<file path="src/rtl/iob_native_arbiter.sv">
// rtl/iob_native_arbiter.sv - N-to-1 iob native bus arbiter with round-robin/fixed priority and slave watchdog
module iob_native_arbiter #(
    parameter int          N_MASTERS = 2,
    parameter int          ADDR_W    = 32,
    parameter int          DATA_W    = 32,
    parameter int          ARB_MODE  = 0,
    parameter int          TIMEOUT   = 0,
    parameter logic [31:0] ERR_DATA  = 32'hDEADBEEF,
    localparam int         GW        = (N_MASTERS > 1) ? $clog2(N_MASTERS) : 1
) (
    input  logic                          clk,
    input  logic                          rst,
    input  logic [N_MASTERS-1:0]          m_valid,
    input  logic [N_MASTERS*ADDR_W-1:0]   m_addr,
    input  logic [N_MASTERS*DATA_W-1:0]   m_wdata,
    input  logic [N_MASTERS*DATA_W/8-1:0] m_wstrb,
    output logic [N_MASTERS*DATA_W-1:0]   m_rdata,
    output logic [N_MASTERS-1:0]          m_ready,
    output logic                          s_valid,
    output logic [ADDR_W-1:0]             s_addr,
    output logic [DATA_W-1:0]             s_wdata,
    output logic [DATA_W/8-1:0]           s_wstrb,
    input  logic [DATA_W-1:0]             s_rdata,
    input  logic                          s_ready,
    output logic [GW-1:0]                 grant,
    output logic                          busy,
    output logic                          timeout_err
);

    localparam int                CW    = (TIMEOUT > 0) ? $clog2(TIMEOUT + 1) : 1;
    localparam logic [DATA_W-1:0] ERR_D = DATA_W'(ERR_DATA);

    typedef enum logic {IDLE, BUSY} state_t;

    state_t                  state_q, state_d;
    logic [GW-1:0]           grant_q, ptr_q, base, win;
    logic [ADDR_W-1:0]       s_addr_q, nxt_addr;
    logic [DATA_W-1:0]       s_wdata_q, nxt_wdata;
    logic [DATA_W/8-1:0]     s_wstrb_q, nxt_wstrb;
    logic [CW-1:0]           cnt_q;
    logic                    terr_q;
    logic                    any_req, to_hit, done;
    logic [2*N_MASTERS-1:0]  rot_req;
    int                      sel;

    // Rotate the request vector so that index 0 is the highest-priority master.
    always_comb begin
        base    = (ARB_MODE == 0) ? ptr_q : '0;
        rot_req = {m_valid, m_valid} >> base;
        any_req = 1'b0;
        sel     = 0;
        for (int i = N_MASTERS - 1; i >= 0; i--) begin
            if (rot_req[i]) begin
                any_req = 1'b1;
                sel     = (int'(base) + i) % N_MASTERS;
            end
        end
        win       = GW'(sel);
        nxt_addr  = '0;
        nxt_wdata = '0;
        nxt_wstrb = '0;
        for (int j = 0; j < N_MASTERS; j++) begin
            if (j == sel) begin
                nxt_addr  = m_addr[j*ADDR_W +: ADDR_W];
                nxt_wdata = m_wdata[j*DATA_W +: DATA_W];
                nxt_wstrb = m_wstrb[j*(DATA_W/8) +: DATA_W/8];
            end
        end
    end

    // A slave answer in the limit cycle takes precedence over the watchdog.
    assign to_hit = (TIMEOUT > 0) && (state_q == BUSY) && !s_ready
                    && (cnt_q == CW'(TIMEOUT - 1));
    assign done   = (state_q == BUSY) && !rst && (s_ready || to_hit);

    always_comb begin
        state_d = state_q;
        case (state_q)
            IDLE:    if (any_req) state_d = BUSY;
            BUSY:    if (s_ready || to_hit) state_d = IDLE;
            default: state_d = IDLE;
        endcase
    end

    always_comb begin
        m_ready = '0;
        m_rdata = '0;
        for (int j = 0; j < N_MASTERS; j++) begin
            if (done && (grant_q == GW'(j))) begin
                m_ready[j]                 = 1'b1;
                m_rdata[j*DATA_W +: DATA_W] = s_ready ? s_rdata : ERR_D;
            end
        end
    end

    always_ff @(posedge clk) begin
        if (rst) begin
            state_q   <= IDLE;
            grant_q   <= '0;
            ptr_q     <= '0;
            s_addr_q  <= '0;
            s_wdata_q <= '0;
            s_wstrb_q <= '0;
            cnt_q     <= '0;
            terr_q    <= 1'b0;
        end else begin
            state_q <= state_d;
            if ((state_q == IDLE) && any_req) begin
                grant_q   <= win;
                s_addr_q  <= nxt_addr;
                s_wdata_q <= nxt_wdata;
                s_wstrb_q <= nxt_wstrb;
                cnt_q     <= '0;
            end
            if (state_q == BUSY) begin
                if (s_ready || to_hit) begin
                    if (to_hit) terr_q <= 1'b1;
                    if (ARB_MODE == 0)
                        ptr_q <= (grant_q == GW'(N_MASTERS - 1)) ? '0 : grant_q + 1'b1;
                end else if (TIMEOUT > 0) begin
                    cnt_q <= cnt_q + 1'b1;
                end
            end
        end
    end

    assign s_valid     = (state_q == BUSY);
    assign busy        = (state_q == BUSY);
    assign s_addr      = s_addr_q;
    assign s_wdata     = s_wdata_q;
    assign s_wstrb     = s_wstrb_q;
    assign grant       = grant_q;
    assign timeout_err = terr_q;

endmodule

</file>
<file path="config.mk">
export PLATFORM = sky130hd
export DESIGN_NAME = iob_native_arbiter
export DESIGN_NICKNAME = d
export VERILOG_FILES = /design/src/rtl/iob_native_arbiter.sv
export SDC_FILE = /design/constraint.sdc
export NUM_CORES = 1
export LEC_CHECK = 0
export ABC_AREA = 1
export BUFFER_PORTS_ARGS = -buffer_cell sky130_fd_sc_hd__buf_2
export CAP_MARGIN = 20
export CORE_AREA = 2 2 121 123
export DETAILED_ROUTE_END_ITERATION = 8
export DIE_AREA = 0 0 123 125
export SYNTH_ARGS = -nofsm -noshare
export SYNTH_HDL_FRONTEND = slang
export SYNTH_SLANG_ARGS = --single-unit
</file>
<file path="constraint.sdc">
create_clock -name clk -period 2.37 [get_ports clk]
set_input_delay 0.474 -clock clk [delete_from_list [all_inputs] [get_ports clk]]
set_output_delay 0.474 -clock clk [all_outputs]
set_load 0.02 [all_outputs]
</file>
# Yosys cells after proc, flatten, opt, wreduce, memory -nomap -nowiden
# Cells that the tools add are included.
# totals
register_bits	71
output_inout_bits	138
inputBits	173
# classes
add_sub_neg	2
n_reduce_logical	8
eq_ne	1
n_shift	1
muxes	19
n_bitwise	3
# ops
op	n
$mux W32	9
$eq A2 B32 Y1 const A	1
$logic_not A32 Y1	1
$mux W4	2
$mux W1	7
$logic_and A1 B1 Y1	5
$shr A4 B1 Y2	1
$add A1 B1 Y1 const B	2
$not A1 Y1	2
$pmux W1 S2	1
$reduce_and A2 Y1	1
$and A1 B1 Y1 const A	1
$logic_not A1 Y1	1

# Longest topological paths before layout
# Gate-level depths: netlist of the first run.
# logic_depth
depth_word	7
depth_mapped	9
ltp_nobuf	7

# Worst setup path after synthesis of the first run
# Ideal clock, no wire load.
# synth_timing
kind	register -> output
startpoint	reg state_q (netlist: busy)
endpoint	out m_rdata[14]
required_ps	1896
path_stages_with_launch	6
n_path_buf	1
slack_ps	364
t_arrival_ps	1532
cell_sequence	dfxtp_1 nand2_1 inv_2 nand3_1 clkbuf_1 nor3_1
# synth_via
elab_chain_cells	4
# synth_rtl
item	line	text
from (decl)	35	state_t state_q, state_d;
from (signal assigned)	107	state_q <= state_d;
$logic_and A1 B1 Y1 (2 in a row)	74	assign done = (state_q == BUSY) && !rst && (s_ready || to_hit);
$logic_and A1 B1 Y1	89	if (done && (grant_q == GW'(j))) begin
$mux W32	89	
to (decl)	17	output logic [N_MASTERS*DATA_W-1:0] m_rdata,
# Every way passes these cells.

# Worst setup path after layout of the first run
# layout_timing
startpoint	reg state_q (netlist: busy)
endpoint	out m_rdata[36]
# The elaborated chain is that of the path after synthesis.

==> out/metrics.cfg, run 1 <==
[critical_path]
cp.arrival_ns=1.44
setup.worst_path.class=register to primary output
r2r_slack_ns=0.97
required_ns=1.90
critPathLaunchType=register
end_kind=primary output
r2r-start=busy
r2r_cells=7
cp_max_fo=33
r2r_end=s_addr[20]

[grt]
grt_pass1_wl_um=23400
grt_pass1_vias=4698
grt.total_usage_pct=19.4
grt_max_degree=70
antenna_found_initial=2
overflow=0

[route]
detail-route-antenna-nets=0
drt_pass1_iterations=4
wl_um=15400
drc=0
routedWlPerCell_um=13.0
avgViaCountPerCell=4.42
vias=5253
drtIter0Drc=160

[hold_path]
holdCritPathClass=input port to register
min_to=s_addr[22]
min-delay-start=m_addr[22]
holdPathStages=5

[power]
clockPowerShare_pct=33.7
p_sw_share_pct=34.4
sequentialPowerShare_pct=37.3
p_leak_nw=3.93
power.density_nw_per_um2=591
ir_drop_mv=0.318
p_int_mw=2.41
combPwrFrac_pct=29.0
p_switching_mw=1.26

[final_layout]
multiInputGateArea_um2=1940
regArea_um2=1420
area_delta_synth_final_pct=44.8
num-fill-cells=1579
drive_above_1_share_pct=34.7
fin_nets=1172
postLayoutCoreUtil_pct=43.8

[logic_synthesis]
synthTopCellsByArea=dfxtp_1 (33%), nand3_1 (16%), inv_1 (15%), a21oi_1 (14%), nand2_1 (12%)
syn-cell-area_um2=4300
ys_seq_area_share_pct=33.1
synth-simple-area-share_pct=30.6
synthMuxAreaShare_pct=0
ys_ff_latch=71
synth.avg_cell_area_um2=5.94
yosys_warnings=0
synth_area_leader_cell=dfxtp_1
synth_cell_types=17
syn_inst=724
synth_fp_nets=897
synthAdderAreaFrac_pct=0
synth_top_area_share_pct=33.1
synth_xor_area_share_pct=0
synth_top_family_by_area=simple AND/OR/NAND/NOR gates
synth-compound-area-share_pct=14.1

[timing]
finalHoldViolCount=0
setup-violations-final=0
slew_headroom_pct=50.4
rsz0062_at_grt=false
slew_viol_final=0
timing.final.crit_period_ns=1.91
fin_skew_ns=0.00834
fmax_mhz=523
period_share_pct=80.6
tns_ns=0
setup_slack_ns=0.459
tightest_slew_ns=0.744

[run_status]
status=finished clean

[clocking]
ctsResizeCount=0
clock_sinks=71
cts_buffer_depth=2
cts_hold_buf=0
cts-root-buf=clkbuf_16
cts_tree=done
clkLatencyLatePin_ns=0.33
numCtsBuffers=9
cts_max_level=3
path_clk_slew_ns=0.06
cts_setup_buffers=0

[die]
rows=44
die-area_um2=15400
start_util_pct=30.3
core_um2=14200
fp.dieW_um=123
die_height_um=125
io_pins=311

[run]
drv_cap=0

[place]
port_buffers=309
gp_congestion=0.778
dp_hpwl_um=11400
pre_cts_slack_ns=0.520

## worst max-delay path, stage by stage, from the launching register on
cell,delay (ns)
dfxtp_1,0.32
nand2_1,0.08
inv_2,0.06
nand3_1,0.06
buf_4,0.24
nor3_1,0.16
buf_2,0.19
## flip-flops by register name (all words and copies together), names as in the netlist
register and flops:
base 1, s_addr 32, busy 1, s_wstrb 4, s_wdata 32, grant 1
## Yosys cell counts
library cell  number
a21oi_1          118
clkbuf_1          23
nand3_1          139
conb_1             1
inv_1            170
nand2_1          141
buf_2             21
dfxtp_1           71
buf_1              4
nor2_2             1
o21ai_1            1
buf_6              3
o21ai_2            1
inv_2              6
buf_4              7
nor3_1            16
nor2_1             1
## how the worst max path moves through the flow
stage,endpoint,slack (ns),cells after the start,start
floorplan,m_rdata[14],0.36,5,busy
global placement,m_rdata[59],0.54,7,s_ready
detailed placement,m_rdata[61],0.52,7,s_ready
CTS,m_rdata[61],0.44,6,busy
global route,m_rdata[36],0.27,6,busy
finish,m_rdata[36],0.46,6,busy
## routing by layer
metal  up-vias  wire (um)  track usage (%)
met5         -         15                0
met3        20       1420             5.34
li1       2783          -                -
met1      2250       5940             20.9
met2       198       7770             36.3
met4         2        282             6.02
## per-stage QoR
| step | hold WS (ns) | instances | power, mW | area [um2] |
|---|---|---|---|---|
| detailed placement | 0.475 | 1172 | 2.47 | 5950 |
| global placement | 0.471 | 1172 | 2.47 | 5950 |
| floorplan | 0.436 | 724 | 2.07 | 4300 |
| global route | 0.445 | 1189 | 3.92 | 6220 |
| CTS | 0.413 | 1188 | 3.74 | 6220 |
| finish | 0.428 | 1189 | 3.68 | 6220 |
## cell families after synthesis
group                  Yosys count
other                            1
and+or+nand+nor                298
AOI/OAI and AO/OA              120
buffers and inverters          234
DFF                             71
## power by group through the flow
stage / registers, mW / clock network, mW / logic (mW)
6_report: 1.37 / 1.24 / 1.07
5_1_grt: 1.39 / 1.34 / 1.19
4_1_cts: 1.37 / 1.29 / 1.08
3_5_place_dp: 1.40 / 0 / 1.08
3_3_place_gp: 1.39 / 0 / 1.08
2_1_floorplan: 1.55 / 0 / 0.519
## layout by cell type (no fill, tap or decap), drive strengths merged
cell | synthesis | final
a21oi | 118 | 118
dfxtp | 71 | 71
inv | 176 | 177
clkbuf | 23 | 9
clkinvlp | 0 | 2
nand3 | 139 | 139
conb | 1 | 1
clkinv | 0 | 4
nor2 | 2 | 2
nor3 | 16 | 16
diode | 0 | 1
nand2 | 141 | 141
buf | 35 | 322
o21ai | 2 | 2
## final cells by class
cell class	count	share of cell area, %
Timing Repair Buffer	322	27.2
Tap cell	184	3.70
Inverter	176	10.6
Clock buffer	9	3.62
Clock inverter	7	0.764
Antenna cell	1	0.0402
Multi-Input combinational cell	419	31.2
Sequential cell	71	22.8
Note: power is estimated with default switching activity, not from simulation.
==> run 2, diff against run 1 <==
Clock period 2.37 ns to 1.9 ns, I/O delays scaled along.
==> out/metrics.cfg, run 2 (same netlist as run 1, synthesis figures left out) <==
[power]
p_sw_share_pct=32.6  ; -1.7 points
clockPowerShare_pct=34.4  ; +0.7 points
power.density_nw_per_um2=738  ; +25%
combPwrFrac_pct=29.0  ; about the same
p_switching_mw=1.52  ; +20%
p_int_mw=3.14  ; +30%
ir_drop_mv=0.355  ; +12%
finalPower_mw=4.67  ; +27%
sequentialPowerShare_pct=36.6  ; -0.7 points
p_leak_nw=3.97  ; +0.87%

[clocking]
cts_max_level=3  ; unchanged
cts_buffer_depth=2  ; unchanged
clkLatencyLatePin_ns=0.32  ; about the same
path_clk_slew_ns=0.06  ; about the same
numCtsBuffers=9  ; unchanged
cts_tree=done
cts-root-buf=clkbuf_16
clock_sinks=71  ; unchanged

[critical_path]
cp_max_fo=10  ; -70%
setup.worst_path.class=register to primary output
critPathTopFamily=buffers and inverters
path_common_cell=buf_2
critPathLaunchType=register
slowest_delay_ns=0.33  ; about the same
crit_chain=nand2_1 > inv_2 > nand3_2 > buf_2 > nor3_1 > buf_2
path_buf_inv=3  ; unchanged
cp.arrival_ns=1.46  ; +0.02 ns
required_ns=1.52  ; -0.38 ns
end_kind=primary output
cpMaxStageDelayCell=dfxtp_1

[route]
drtIter0Drc=157  ; -1.9%
avgViaCountPerCell=4.45  ; +0.81%
drc=0  ; unchanged
wl_um=15500  ; +0.33%
vias=5309  ; +1.1%
drt_pass1_iterations=4  ; unchanged
routedWlPerCell_um=13.0  ; about the same
detail-route-antenna-nets=0  ; unchanged

[place]
port_buffers=309  ; unchanged
gp_congestion=0.792  ; +1.8%
dp_hpwl_um=11300  ; -1.6%

[final_layout]
area_delta_synth_final_pct=47.2
regArea_um2=1420  ; unchanged
num-fill-cells=1544  ; -2.2%
multiInputGateArea_um2=1950  ; +0.26%
fin_nets=1176  ; +0.34%
final_common_cell=buf_2
drive_above_1_share_pct=34.8  ; +0.13 points
layout_common_cells=buf_2 (296), inv_1 (170), nand2_1 (139)

[grt]
antenna_found_initial=3  ; +1
grt_max_degree=70  ; unchanged
grt_pass1_vias=4645  ; -1.1%
grt.total_usage_pct=19.1  ; -0.35 points
grt_pass1_wl_um=23000  ; -1.9%
overflow=0  ; unchanged

[timing]
slew_viol_final=0  ; unchanged
fin_skew_ns=0.00787  ; -0.000464 ns
setup-violations-final=0  ; unchanged
tns_ns=0  ; unchanged
finalHoldViolCount=0  ; unchanged
rsz0062_at_grt=true
fmax_mhz=543
tightest_slew_ns=0.771  ; +0.0271 ns
period_share_pct=97.0
timing.final.crit_period_ns=1.84
slew_headroom_pct=48.6  ; -1.8 points

[die]
start_util_pct=30.3  ; unchanged
rows=44  ; unchanged
core_um2=14200  ; unchanged
die_height_um=125  ; unchanged
fp.dieW_um=123  ; unchanged
io_pins=311  ; unchanged
die-area_um2=15400  ; unchanged

[run]
drv_cap=0  ; unchanged

[run_status]
status=finished clean

[hold_path]
holdCritPathClass=input port to register

==> run 2: cell count changes in the layout (fill, tap and decap cells not counted), moves of 2 or more <==
cell,delta
buf_12,+2
buf_2,-13
buf_4,+14
clkinvlp_4,-2
==> run 2: timing repair <==
| item | CTS | global route |
|---|---|---|
| hold buffers | 0 | 0 |
| cloned | 0 | 1 |
| setup endpoints to repair | 1 | 33 |
| buffers inserted | 0 | 0 |
| gates resized for setup | 1 | 15 |
==> run 2: cell type report <==
class / count / share of cell area (%)
Clock inverter: 4 / 0.771
Sequential cell: 71 / 22.5
Clock buffer: 10 / 3.62
Timing Repair Buffer: 326 / 28.2
Inverter: 176 / 10.4
Multi-Input combinational cell: 419 / 30.8
Tap cell: 184 / 3.64
Antenna cell: 2 / 0.0791
==> run 2: worst reg2reg max path, cell delays in order, from the launching register on <==
cell,delay (ns)
dfxtp_1,0.31
buf_4,0.15
nor2_4,0.14
buf_4,0.31
nand3_1,0.16
nand2_1,0.08
inv_1,0.04
==> run 2: routing by layer <==
layer | vias to the layer above | wire, um | GRT usage [%]
met5 | - | 13 | 0
met4 | 2 | 296 | 5.61
met3 | 19 | 1480 | 6.57
met2 | 227 | 7710 | 35.7
met1 | 2271 | 5970 | 19.7
li1 | 2790 | - | -
==> run 2: per-stage QoR <==
| stage | cells | hold WS (ns) | utilization, % | cell area (um2) | worst slack (ns) |
|---|---|---|---|---|---|
| floorplan | 724 | 0.436 | - | 4300 | -0.0124 |
| global placement | 1175 | 0.468 | 42.2 | 5990 | 0.192 |
| detailed placement | 1175 | 0.477 | 42.2 | 5990 | 0.143 |
| CTS | 1189 | 0.320 | 44.2 | 6280 | 0.0128 |
| global route | 1191 | 0.347 | 44.5 | 6320 | -0.0404 |
| finish | 1192 | 0.335 | 44.5 | 6330 | 0.0579 |
==> run 2: final timing paths <==
path,startpoint,endpoint,slack [ns],cells after the start
worst max register to register,busy,s_wstrb[2],0.62,6
worst min-delay path,m_addr[30],s_addr[30],0.34,5
worst max-delay path,busy,m_rdata[24],0.06,6
worst min register to register,base,base,0.48,2
==> run 2: power groups by stage <==
stage	clock [mW]	sequential, mW	combinational [mW]
floorplan	0	1.93	0.647
global placement	0	1.74	1.36
detailed placement	0	1.74	1.36
CTS	1.67	1.71	1.36
global route	1.72	1.73	1.51
finish	1.61	1.71	1.35
==> run 3, diff against run 2 <==
==> constraint.sdc (replaced) <==
create_clock -name clk -period 1.9 [get_ports clk]
set_input_delay 0.475 -clock clk [delete_from_list [all_inputs] [get_ports clk]]
set_output_delay 0.475 -clock clk [all_outputs]
set_load 0.02 [all_outputs]
==> out/metrics.cfg, run 3 (same netlist as run 1, synthesis figures left out) <==
[timing]
setup-violations-final=12  ; +12
slew_headroom_pct=49.4  ; +0.78 points
timing.final.crit_period_ns=1.94  ; +0.102 ns
whs_ns=0.420  ; +0.0848 ns
setup_slack_ns=-0.0442  ; -0.102 ns
finalHoldViolCount=0  ; unchanged
rsz0062_at_grt=true
tightest_slew_ns=0.759  ; -0.0118 ns
fin_skew_ns=0.00741  ; -0.000465 ns
period_share_pct=102  ; +5.4 points
slew_viol_final=0  ; unchanged
fmax_mhz=514  ; -5.2%

[power]
p_sw_share_pct=33.3  ; +0.66 points
clockPowerShare_pct=33.5  ; -0.9 points
finalPower_mw=4.76  ; +2.1%
p_switching_mw=1.59  ; +4.2%
combPwrFrac_pct=30.5  ; +1.5 points
power.density_nw_per_um2=686  ; -7.0%
p_leak_nw=4.09  ; +3.1%
ir_drop_mv=0.320  ; -10%
sequentialPowerShare_pct=36.0  ; -0.6 points
p_int_mw=3.18  ; +1.1%

[die]
io_pins=311  ; unchanged
die-area_um2=15400  ; unchanged
die_height_um=125  ; unchanged
rows=44  ; unchanged
fp.dieW_um=123  ; unchanged
core_um2=14200  ; unchanged
start_util_pct=30.3  ; unchanged

[critical_path]
r2r_slack_ns=0.42  ; -0.20 ns
required_ns=1.42  ; -0.10 ns
end_kind=primary output
critPathLaunchType=register
cp.arrival_ns=1.47  ; about the same
setup.worst_path.class=register to primary output
r2r_cells=6  ; unchanged
cp_max_fo=16  ; +6
r2r_end=s_wdata[5]
r2r-start=busy

[hold_path]
min-delay-start=m_addr[11]
holdPathStages=5  ; unchanged
holdCritPathClass=input port to register
min_to=s_addr[11]

[final_layout]
multiInputGateArea_um2=2210  ; +14%
fin_nets=1185  ; +0.77%
layout_common_cells=buf_2 (247), inv_1 (170), nand2_1 (138)
drive_above_1_share_pct=40.1  ; +5.3 points
area_delta_synth_final_pct=61.5
num-fill-cells=1488  ; -3.6%
final_common_cell=buf_2
regArea_um2=1420  ; +0.18%
postLayoutCoreUtil_pct=48.9  ; +4.3 points

[run]
drv_cap=0  ; unchanged

[place]
dp_hpwl_um=12000  ; +6.4%
port_buffers=309  ; unchanged
gp_congestion=0.793  ; +0.18%

[route]
vias=5574  ; +5.0%
detail-route-antenna-nets=0  ; unchanged
routedWlPerCell_um=14.6  ; +13%
avgViaCountPerCell=4.65  ; +4.3%
drtIter0Drc=249  ; +59%
drt_pass1_iterations=5  ; +1
drc=0  ; unchanged
wl_um=17500  ; +13%

[clocking]
cts_setup_buffers=0  ; unchanged
cts_tree=done
cts_max_level=3  ; unchanged
cts_buffer_depth=2  ; unchanged
path_clk_slew_ns=0.06  ; about the same
clock_sinks=71  ; unchanged
numCtsBuffers=9  ; unchanged
cts-root-buf=clkbuf_16
clkLatencyLatePin_ns=0.33  ; about the same
cts_hold_buf=0  ; unchanged

[grt]
grt_pass1_wl_um=23700  ; +3.1%
grt.total_usage_pct=19.9  ; +0.79 points
grt_pass1_vias=4708  ; +1.4%
grt_max_degree=70  ; unchanged
overflow=0  ; unchanged
antenna_found_initial=4  ; +1

[run_status]
failed_checks=setup timing
status=finished with violations

[run 3: cell types whose count changed in the layout (fill, tap and decap cells not counted), moves of 13 or more]
cell and change:
buf_4 +36, a21oi_1 -28, a21oi_2 +23, buf_6 +16, nor3_1 -16, nor3_2 +13, buf_2 -49
[run 3: metal layers]
metal  GRT usage, %  vias to the layer above  routed length (um)
met5              0                        -                  24
met4           7.42                        4                 673
met3           5.38                       42                1690
met2           37.1                      252                8750
met1           20.8                     2466                6400
li1               -                     2810                   -
[run 3: worst max path at each step]
stage                        endpoint  slack [ns]        from  cells past startpoint
after global placement     s_wdata[1]        0.09  m_valid[1]                      7
after floorplan           m_rdata[14]       -0.11        busy                      5
final                     m_rdata[53]       -0.04        busy                      6
after global routing      m_rdata[36]       -0.09        busy                      6
after CTS                 m_rdata[20]      -0.007        busy                      6
after detailed placement  m_rdata[17]        0.08     s_ready                      7
[run 3: critical path: stages, from the launching register on]
cell,delay (ns)
dfxtp_2,0.33
nand2_2,0.07
inv_4,0.08
nand3_4,0.13
clkbuf_16,0.22
a21oi_1,0.15
buf_4,0.17
[run 3: repair_timing]
item	CTS	global route
pin swaps	0	1
resized for setup	3	134
setup endpoints to repair	7	64
cloned	0	6
[run 3: final cells by class]
class,count,area share [%]
sequential,71,20.5
clock buffer,9,3.24
multi-input combinational,419,31.8
tap,184,3.32
timing repair buffer,335,30.8
antenna,2,0.0721
inverter,176,9.55
clock inverter,4,0.721
[run 3: through the flow]
step	setup slack (ns)	cells	area, um2	TNS, ns
floorplan	-0.107	724	4300	-0.854
global placement	0.0874	1179	6040	0
detailed placement	0.0762	1179	6040	0
CTS	-0.00739	1192	6330	-0.0212
global route	-0.0930	1199	6940	-2.40
finish	-0.0442	1200	6940	-0.262
[run 3: power by group through the flow]
stage	registers [mW]	clock network (mW)	logic, mW
global placement	1.74	0	1.38
CTS	1.71	1.64	1.39
detailed placement	1.74	0	1.38
finish	1.71	1.60	1.45
global route	1.73	1.71	1.61
floorplan	1.93	0	0.648
